==> src/rtl/shift_add_mult.sv <==
// Sequential 4x4 unsigned shift-add multiplier.
// A single 4-bit ripple-carry adder is reused over four CALC cycles. Each cycle
// it adds the multiplicand (or zero) to the high half, then shifts {ACC,Q} right by one.

// Plain 4-bit ripple-carry adder with a 5-bit sum (carry-out in bit 4).
module ripple_adder (
    input  logic [3:0] A,
    input  logic [3:0] B,
    output logic [4:0] X
);

    logic [4:0] carry;

    // Carry chain rippling from bit 0 upward
    always_comb begin
        carry = '0;
        X     = '0;
        for (int i = 0; i < 4; i++) begin
            X[i]       = A[i] ^ B[i] ^ carry[i];
            carry[i+1] = (A[i] & B[i]) | (carry[i] & (A[i] ^ B[i]));
        end
        X[4] = carry[4];
    end

endmodule

module shift_add_mult (
    input  logic       CLK,
    input  logic       RST,
    input  logic       START,
    input  logic [3:0] A,
    input  logic [3:0] B,
    output logic       BUSY,
    output logic       DONE,
    output logic [7:0] P
);

    typedef enum logic [1:0] {
        S_IDLE = 2'd0,
        S_CALC = 2'd1,
        S_DONE = 2'd2
    } state_t;

    state_t     state;
    state_t     next_state;

    logic [3:0] m;      // latched multiplicand
    logic [3:0] acc;    // partial product, high half
    logic [3:0] q;      // multiplier bits still to consume / low half of product
    logic [2:0] cnt;    // CALC step, 0..3

    logic [3:0] addend;
    logic [4:0] sum;

    // Only add the multiplicand when the current multiplier bit is set
    assign addend = q[0] ? m : 4'h0;

    ripple_adder u_adder (
        .A (acc),
        .B (addend),
        .X (sum)
    );

    // Status flags decode the state register directly
    assign BUSY = (state == S_CALC);
    assign DONE = (state == S_DONE);

    // State register
    always_ff @(posedge CLK) begin
        if (RST) begin
            state <= S_IDLE;
        end else begin
            state <= next_state;
        end
    end

    // Next-state logic: START only matters in IDLE; CALC always runs four steps
    always_comb begin
        next_state = state;
        case (state)
            S_IDLE:  if (START) next_state = S_CALC;
            S_CALC:  if (cnt == 3'd3) next_state = S_DONE;
            S_DONE:  next_state = S_IDLE;
            default: next_state = S_IDLE;
        endcase
    end

    // Operand capture, shift-add step, and result load on the final step
    always_ff @(posedge CLK) begin
        if (RST) begin
            m   <= 4'h0;
            acc <= 4'h0;
            q   <= 4'h0;
            cnt <= 3'd0;
            P   <= 8'h00;
        end else begin
            case (state)
                S_IDLE: begin
                    if (START) begin
                        m   <= A;
                        q   <= B;
                        acc <= 4'h0;
                        cnt <= 3'd0;
                    end
                end
                S_CALC: begin
                    acc <= sum[4:1];
                    q   <= {sum[0], q[3:1]};
                    cnt <= cnt + 3'd1;
                    // Final step: the shifted {sum, q} is the full product
                    if (cnt == 3'd3) begin
                        P <= {sum, q[3:1]};
                    end
                end
                default: begin
                end
            endcase
        end
    end

endmodule
==> config.mk <==
export PLATFORM = sky130hd
export DESIGN_NAME = shift_add_mult
export DESIGN_NICKNAME = d
export VERILOG_FILES = /design/src/rtl/shift_add_mult.sv
export SDC_FILE = /design/constraint.sdc
export NUM_CORES = 1
export LEC_CHECK = 0
export BUFFER_PORTS_ARGS = -buffer_cell sky130_fd_sc_hd__buf_2
export CAP_MARGIN = 20
export CORE_ASPECT_RATIO = 1.2
export CORE_MARGIN = 2
export CORE_UTILIZATION = 44
export DETAILED_ROUTE_END_ITERATION = 10
export HOLD_SLACK_MARGIN = 0.05
export PLACE_DENSITY = 0.79
export SYNTH_ARGS = -nofsm -noshare
export SYNTH_HDL_FRONTEND = slang
export SYNTH_HIERARCHICAL = 1
export SYNTH_SLANG_ARGS = --single-unit
==> constraint.sdc <==
create_clock -name CLK -period 1.9 [get_ports CLK]
set_input_delay 0.38 -clock CLK [delete_from_list [all_inputs] [get_ports CLK]]
set_output_delay 0.38 -clock CLK [all_outputs]
set_load 0.02 [all_outputs]
==> flow_summary.toml, run 1 <==
[sta]
fmax_mhz = 505
rsz0062_at_grt = "true"
worst_slew_pin_slew_ns = 0.440
slew_headroom_pct = 70.7
final.min_clock_period_ns = 1.98
finalHoldViolCount = 0
finalHoldWorstSlack_ns = 0.276
tns_ns = -0.158
setup_viol = 2
final.period_utilization_pct = 104
clock_skew_ns = 0.00233
setup_slack_ns = -0.0817
drv_slew = 0

[cells_and_area]
diodes = 0
finalNonFillerCells = 180
nets = 165
area_growth_pct = 15.3
drive_above_1_share_pct = 27.9

[synthesis]
postSynthRegisterBits = 25
synth_top_family_by_area = "simple AND/OR/NAND/NOR gates"
synth_xor_area_share_pct = 0
synth_area_leaders = "dfxtp_1, mux2i_1, nand2_1, a21oi_1, fa_1"
yosysMostFrequentCell = "dfxtp_1"
synth-simple-area-share_pct = 19.8
synth.largest_area_cell = "dfxtp_1"
synth_mux_area_share_pct = 8.16
synthAdderAreaFrac_pct = 8.72
syn_area_per_cell_um2 = 8.75
synth_area_mm2 = 0.00112
synth_nets = 145
synth_cell_types = 23
synth_top_area_share_pct = 44.7
synth_edf_count = 0
async_flop_share_pct = 0
ys_warn_count = 6
synth.cells.most_frequent = "dfxtp_1, nand2_1, a21oi_1, inv_1, nor2_1"
synth_compound_area_share_pct = 10.5
synthFlopType = "dfxtp_1"
syn_inst = 128
yosysSeqAreaShare_pct = 44.7

[floorplanning]
die_x_um = 50.1
core_area_mm2 = 0.00248
initial_core_util_pct = 45.2
row_count = 20
die_y_um = 59.3
die_area_mm2 = 0.00297
ioPinCount = 21

[critical_path]
path_buf_inv = 4
r2r.worst_path.cells = 11
critical_path_class = "reg -> reg"
start_kind = "flip-flop"
cp_cell_sequence = "and2_4 > ha_4 > inv_2 > fa_2 > inv_2 > fa_2 > inv_2 > fa_1 > inv_1 > nand2_1 > a21oi_1"
cpLargestDelayFamily = "adder cells"
cp_slowest_cell = "fa_1"
required_ns = 2.16
crit_top_cell = "inv_2"
crit_fanout = 2
r2r_slack_ns = -0.08
crit_path_end_kind = "flip-flop"
path_depth = 11
cpPeakStageDelay_ns = 0.39
crit_arrival_ns = 2.24

[placed_design]
routabilityCongestion = 0.727
dp_hpwl_um = 1420
portBuffers = 20
dp_cells = 176
place_ws_ns = -0.101

[clock_tree]
h-tree-depth = 1
cts_root_buf = "clkbuf_4"
cts.sinks = 25
clkLatencyLatePin_ns = 0.32
tritoncts = "yes"
cts_buffers = 3
clk_pin_slew_ns = 0.13
cts_buffer_depth = 2

[status]
violations = "setup timing"
status = "finished with violations"

[hold_path]
hold_depth = 3
hold_class = "in -> reg"

[drt]
wl_per_cell_um = 11.0
drc_errors = 0
drt_iter0_markers = 7
route.antenna.remaining_nets = 0
routed_wl_um = 1980
post_drt_via_cell_ratio = 4.86
vias = 874
drt-pass1-iter-count = 6

[global_route]
grt_pass1_vias = 792
antenna_found_initial = 0
grt_use_total_pct = 15.1
grt_pass1_wl_um = 3300
overflow = 0
grt_max_degree = 26

[pwr]
ir_drop_uv = 376
p_per_area_mw_per_mm2 = 690
finalPower_uw = 891
power_leakage_uw = 0.000555

[flow_run]
maxCapViolCount = 0
## layer usage
| metal | GRT usage (%) | vias up | wire, um |
|---|---|---|---|
| met5 | 0 | - | 0 |
| met4 | 11.9 | 0 | 59 |
| met3 | 2.27 | 5 | 94 |
| met2 | 25.0 | 20 | 925 |
| met1 | 17.4 | 400 | 898 |
| li1 | - | 449 | - |
## stage by stage
stage                     utilization [%]  instance area, um^2
after floorplan                         -                 1130
after global placement               50.2                 1240
after CTS                            52.0                 1290
after global routing                 52.1                 1290
final                                52.1                 1290
after detailed placement             50.2                 1240
## report_power, final
part | total, uW | internal (uW) | switching, uW
Clock | 234 | 79.0 | 155
Combinational | 97.7 | 45.9 | 51.8
Sequential | 559 | 543 | 15.9
Total | 891 | 668 | 223
## cells in the final DEF (no fill, tap or decap)
| cell type | instances |
|---|---|
| a211oi_1 | 4 |
| a21oi_1 | 13 |
| a21oi_2 | 1 |
| and2_1 | 3 |
| and2_4 | 1 |
| and3b_1 | 1 |
| buf_2 | 20 |
| buf_4 | 3 |
| clkbuf_4 | 3 |
| clkinv_2 | 1 |
| dfxtp_1 | 23 |
| dfxtp_2 | 2 |
| fa_1 | 1 |
| fa_2 | 2 |
| ha_1 | 2 |
| ha_4 | 1 |
| inv_1 | 7 |
| inv_2 | 5 |
| mux2_2 | 1 |
| mux2i_1 | 8 |
| nand2_1 | 21 |
| nand2b_1 | 2 |
| nand3_1 | 6 |
| nand3b_1 | 1 |
| nor2_1 | 11 |
| nor2b_1 | 1 |
| o21a_1 | 1 |
| o21ba_1 | 1 |
| or3b_4 | 1 |
## worst register-to-register path, delay by kind of cell, from the launching register on
family / cells / cell delay (ns)
adders and majority gates: 4 / 1.05
AOI/OAI and AO/OA: 1 / 0.12
and+or+nand+nor: 2 / 0.20
buffers and inverters: 4 / 0.22
DFF: 1 / 0.34
## cell families after synthesis
logic type               Yosys count
buffers and inverters             20
AND/OR/NAND/NOR                   48
adder cells (fa/ha/maj)            6
AO/OA/AOI/OAI                     20
flip-flops                        25
multiplexers                       9
## registers in the layout (all words and copies together), names as in the netlist
signal	cells
P	8
acc	4
cnt	3
m	4
q	4
state	2
## area by class of cell
| cell class | instances | area, um^2 |
|---|---|---|
| clock buffers | 3 | 22.5 |
| clock inverters | 1 | 5.00 |
| fillers | 238 | 1190 |
| inverters | 12 | 45.0 |
| multi-input cells | 83 | 552 |
| flip-flops and latches | 25 | 503 |
| well taps | 33 | 41.3 |
| repair buffers | 23 | 123 |
## final timing paths
kind | from | endpoint
hold reg to reg | P[2]$_SDFFE_PP0P_ | P[2]$_SDFFE_PP0P_
setup reg to reg | m[0]$_SDFFE_PP0P_ | P[6]$_SDFFE_PP0P_
hold / removal | A[2] | m[2]$_SDFFE_PP0P_
setup / recovery | m[0]$_SDFFE_PP0P_ | P[6]$_SDFFE_PP0P_
## what timing repair did
action / in CTS / in global routing
hold buffers: 0 / 0
endpoints found under the setup margin: 4 / 4
setup buffers: 0 / 0
pin swaps: 1 / 1
resized for setup: 7 / 1
(Power assumes the default switching activity.)
==> run 2: changes to the inputs <==
--- a/config.mk
+++ b/config.mk
@@ -8,11 +8,12 @@
 export BUFFER_PORTS_ARGS = -buffer_cell sky130_fd_sc_hd__buf_2
 export CAP_MARGIN = 20
 export CORE_ASPECT_RATIO = 1.2
-export CORE_MARGIN = 2
+export CORE_MARGIN = 8
 export CORE_UTILIZATION = 44
 export DETAILED_ROUTE_END_ITERATION = 10
 export HOLD_SLACK_MARGIN = 0.05
 export PLACE_DENSITY = 0.79
+export SKIP_LAST_GASP = 1
 export SYNTH_ARGS = -nofsm -noshare
 export SYNTH_HDL_FRONTEND = slang
 export SYNTH_HIERARCHICAL = 1
==> flow_summary.toml, run 2 (synthesis gave the netlist of run 1 again) <==
[drt]
vias = 873
route.antenna.remaining_nets = 0
routed_wl_um = 2110
drc_errors = 0
post_drt_via_cell_ratio = 4.82
drt-pass1-iter-count = 4
drt_iter0_markers = 28
wl_per_cell_um = 11.7

[critical_path]
cpLargestDelayFamily = "adder cells"
cpPeakStageDelay_ns = 0.39
crit_top_cell = "inv_2"
start_kind = "flip-flop"
critical_path_class = "reg -> reg"
cp_cell_sequence = "and2_4 > ha_4 > inv_2 > fa_2 > inv_2 > fa_2 > inv_2 > fa_1 > inv_1 > nand2_1 > a21oi_2"
cp_slowest_cell = "fa_1"
required_ns = 2.15
crit_path_end_kind = "flip-flop"
crit_arrival_ns = 2.24
timing.rr.start = "m[0]$_SDFFE_PP0P_"
crit_fanout = 2
crit_start = "m[0]$_SDFFE_PP0P_"
path_buf_inv = 4

[clock_tree]
cts.sinks = 25
cts_buffer_depth = 2
clkLatencyLatePin_ns = 0.31
cts_setup_buffers = 0
clk_pin_slew_ns = 0.13
cts_buffers = 3
tritoncts = "yes"
h-tree-depth = 1
cts_root_buf = "clkbuf_4"

[pwr]
finalPower_uw = 894
p_per_area_mw_per_mm2 = 687
power_leakage_uw = 0.000560
ir_drop_uv = 362

[cells_and_area]
final_cell_mix = "dfxtp_1, nand2_1, buf_2, a21oi_1, nor2_1"
top_register = "P"
mostFrequentLayoutCell = "dfxtp_1"
area_growth_pct = 16.2
largest_reg_flops = 8
nets = 166
diodes = 0
finalInstanceArea_mm2 = 0.00130
drive_above_1_share_pct = 27.7

[sta]
final.min_clock_period_ns = 1.99
worst_slew_pin_slew_ns = 0.448
clock_skew_ns = 0.00239
rsz0062_at_grt = "true"
drv_slew = 0
fmax_mhz = 503
final.period_utilization_pct = 105
finalHoldWorstSlack_ns = 0.293
finalHoldViolCount = 0
setup_slack_ns = -0.0892
slew_headroom_pct = 70.1
tns_ns = -0.212
setup_viol = 4

[floorplanning]
initial_core_util_pct = 45.2
ioPinCount = 21
die_y_um = 71.3
die_area_mm2 = 0.00442
row_count = 20
core_area_mm2 = 0.00248
die_x_um = 62.1

[global_route]
grt_pass1_vias = 823
grt_pass1_wl_um = 3450
grt_use_total_pct = 10.1
antenna_found_initial = 0
overflow = 0
grt_max_degree = 26

[hold_path]
hold_class = "in -> reg"
hp-start = "A[1]"

[placed_design]
routabilityCongestion = 0.766
place_area_mm2 = 0.00125
dp_hpwl_um = 1590
portBuffers = 20
place_ws_ns = -0.0940

[status]
status = "finished with violations"
violations = "setup timing"

[flow_run]
maxCapViolCount = 0
run 2: area by class of cell:
cell class / count / area (um^2)
repair buffers: 24 / 130
multi-input cells: 83 / 556
fillers: 239 / 1180
flip-flops and latches: 25 / 503
clock buffers: 4 / 26.3
well taps: 33 / 41.3
inverters: 12 / 45.0
run 2: tightest hold or removal path, cell delays in order:
cell	delay (ns)
buf_2	0.07
mux2i_1	0.05
nor2_1	0.07
run 2: timing repair:
item,4_1_cts,5_1_grt
gates resized for setup,6,2
pin swaps,2,0
hold buffers,0,0
endpoints found under the setup margin,4,4
run 2: where the power goes:
part | internal, uW | leakage, uW | switching, uW
sequential | 544 | 0.000204 | 16.2
combinational | 48.2 | 0.000340 | 53.7
clock | 81.8 | 0.0000150 | 151
run 2: final timing paths:
check	to	depth (start not counted)	slack, ns
min reg2reg	P[0]$_SDFFE_PP0P_	2	0.46
max	P[6]$_SDFFE_PP0P_	11	-0.09
min	m[1]$_SDFFE_PP0P_	3	0.29
max reg2reg	P[6]$_SDFFE_PP0P_	11	-0.09
run 2: metrics by stage:
step,util (%),instances
global placement,50.5,177
floorplan,-,128
CTS,52.2,181
detailed placement,50.5,177
global route,52.5,181
finish,52.5,181
run 2: per-layer routing:
| layer | part of all wire [%] | global-route usage, % |
|---|---|---|
| met3 | 7.8 | 2.69 |
| met5 | 0 | 0 |
| met1 | 44 | 12.2 |
| met2 | 47 | 16.6 |
| met4 | 0.57 | 3.30 |
==> run 3: changes to the inputs <==
--- a/config.mk
+++ b/config.mk
@@ -9,10 +9,10 @@
 export CAP_MARGIN = 20
 export CORE_ASPECT_RATIO = 1.2
 export CORE_MARGIN = 8
-export CORE_UTILIZATION = 44
+export CORE_UTILIZATION = 25
 export DETAILED_ROUTE_END_ITERATION = 10
 export HOLD_SLACK_MARGIN = 0.05
-export PLACE_DENSITY = 0.79
+export PLACE_DENSITY = 0.46
 export SKIP_LAST_GASP = 1
 export SYNTH_ARGS = -nofsm -noshare
 export SYNTH_HDL_FRONTEND = slang
==> flow_summary.toml, run 3 (synthesis gave the netlist of run 1 again) <==
[drt]
routed_wl_um = 2350
drt-pass1-iter-count = 4
post_drt_via_cell_ratio = 4.25
route.antenna.remaining_nets = 0
drt_iter0_markers = 40
drc_errors = 0
wl_per_cell_um = 11.6
vias = 863

[clock_tree]
cts_buffer_depth = 2
clk_pin_slew_ns = 0.08
h-tree-depth = 1
cts_buffers = 3
cts.sinks = 25
tritoncts = "yes"
cts_root_buf = "clkbuf_8"
clkLatencyLatePin_ns = 0.26

[pwr]
ir_drop_uv = 280
power_leakage_uw = 0.000560
p_per_area_mw_per_mm2 = 725

[floorplanning]
die_area_mm2 = 0.00689
core_area_mm2 = 0.00429
ioPinCount = 21
row_count = 26
die_y_um = 89.3
initial_core_util_pct = 26.1
die_x_um = 77.1

[sta]
finalHoldViolCount = 0
rsz0062_at_grt = "true"
fmax_mhz = 502
worst_slew_pin_slew_ns = 0.473
setup_slack_ns = -0.0931
clock_skew_ns = 0.000921
drv_slew = 0
final.period_utilization_pct = 105
setup_viol = 3
finalHoldWorstSlack_ns = 0.345
slew_headroom_pct = 68.5
final.min_clock_period_ns = 1.99

[critical_path]
critical_path_class = "reg -> reg"
crit_fanout = 4
start_kind = "flip-flop"
crit_arrival_ns = 2.13
crit_path_end_kind = "flip-flop"
required_ns = 2.04
r2r_slack_ns = -0.09

[status]
status = "finished with violations"
violations = "setup timing"

[flow_run]
maxCapViolCount = 0

[cells_and_area]
finalInstanceArea_mm2 = 0.00134
area_growth_pct = 19.4
fillers = 487
diodes = 0
top_register = "P"
nets = 165
drive_above_1_share_pct = 27.2
mostFrequentLayoutCell = "dfxtp_1"
final_cell_mix = "dfxtp_1, nand2_1, buf_2, a21oi_1, nor2_1"
largest_reg_flops = 8

[global_route]
antenna_found_initial = 0
grt_max_degree = 26
overflow = 0
grt_pass1_wl_um = 4150
grt_pass1_vias = 876
grt_use_total_pct = 7.65

[placed_design]
dp_hpwl_um = 1780
place_area_mm2 = 0.00126
portBuffers = 20
routabilityCongestion = 0.793

[hold_path]
hold_class = "in -> reg"
-- run 3: final cells by class --
class,count,area [um^2],area share (%)
tap,56,70.1,5.24
sequential,25,503,37.6
clock buffer,4,45.0,3.37
timing repair buffer,23,123,9.17
multi-input combinational,83,552,41.3
inverter,12,45.0,3.37
-- run 3: per-layer routing --
layer | GRT usage [%] | wire (um)
met5 | 0 | 0
met4 | 5.15 | 48
met3 | 1.91 | 117
met2 | 13.0 | 1130
met1 | 8.39 | 1060
-- run 3: metrics by stage --
step	setup slack, ns	utilization [%]	cells	power (uW)	TNS [ns]
global route	-0.199	31.1	203	1020	-0.699
detailed placement	-0.112	29.5	198	668	-0.249
global placement	-0.0773	29.5	198	666	-0.173
CTS	-0.0835	31.1	203	988	-0.165
finish	-0.0931	31.1	203	969	-0.181
floorplan	-0.0308	-	128	642	-0.0480
-- run 3: final timing paths --
| path | start | to | cells after the start |
|---|---|---|---|
| worst min register to register | P[7]$_SDFFE_PP0P_ | P[7]$_SDFFE_PP0P_ | 2 |
| worst max register to register | q[0]$_SDFFE_PP0P_ | P[6]$_SDFFE_PP0P_ | 11 |
| worst min-delay path | A[3] | m[3]$_SDFFE_PP0P_ | 3 |
| worst max-delay path | q[0]$_SDFFE_PP0P_ | P[6]$_SDFFE_PP0P_ | 11 |
-- run 3: worst max-delay path: stages, from the launching register on --
cell	delay (ns)
dfxtp_2	0.35
and2_4	0.15
ha_4	0.12
inv_2	0.03
fa_2	0.32
inv_2	0.06
fa_2	0.18
inv_2	0.03
fa_1	0.47
inv_1	0.05
nand2_1	0.06
a21oi_2	0.05
-- run 3: power breakdown --
group,internal (uW),switching [uW],total (uW),leakage (uW)
Combinational,45.8,53.2,99.0,0.000333
Clock,150,161,310,0.0000228
Sequential,543,17.0,560,0.000204
Total,738,231,969,0.000560
-- run 3: repair_timing --
item | 4_1_cts | 5_1_grt
resized for setup | 6 | 2
pin swaps | 2 | 0
hold buffers | 0 | 0
setup endpoints to repair | 4 | 4
cloned | 0 | 0
buffers inserted | 1 | 0
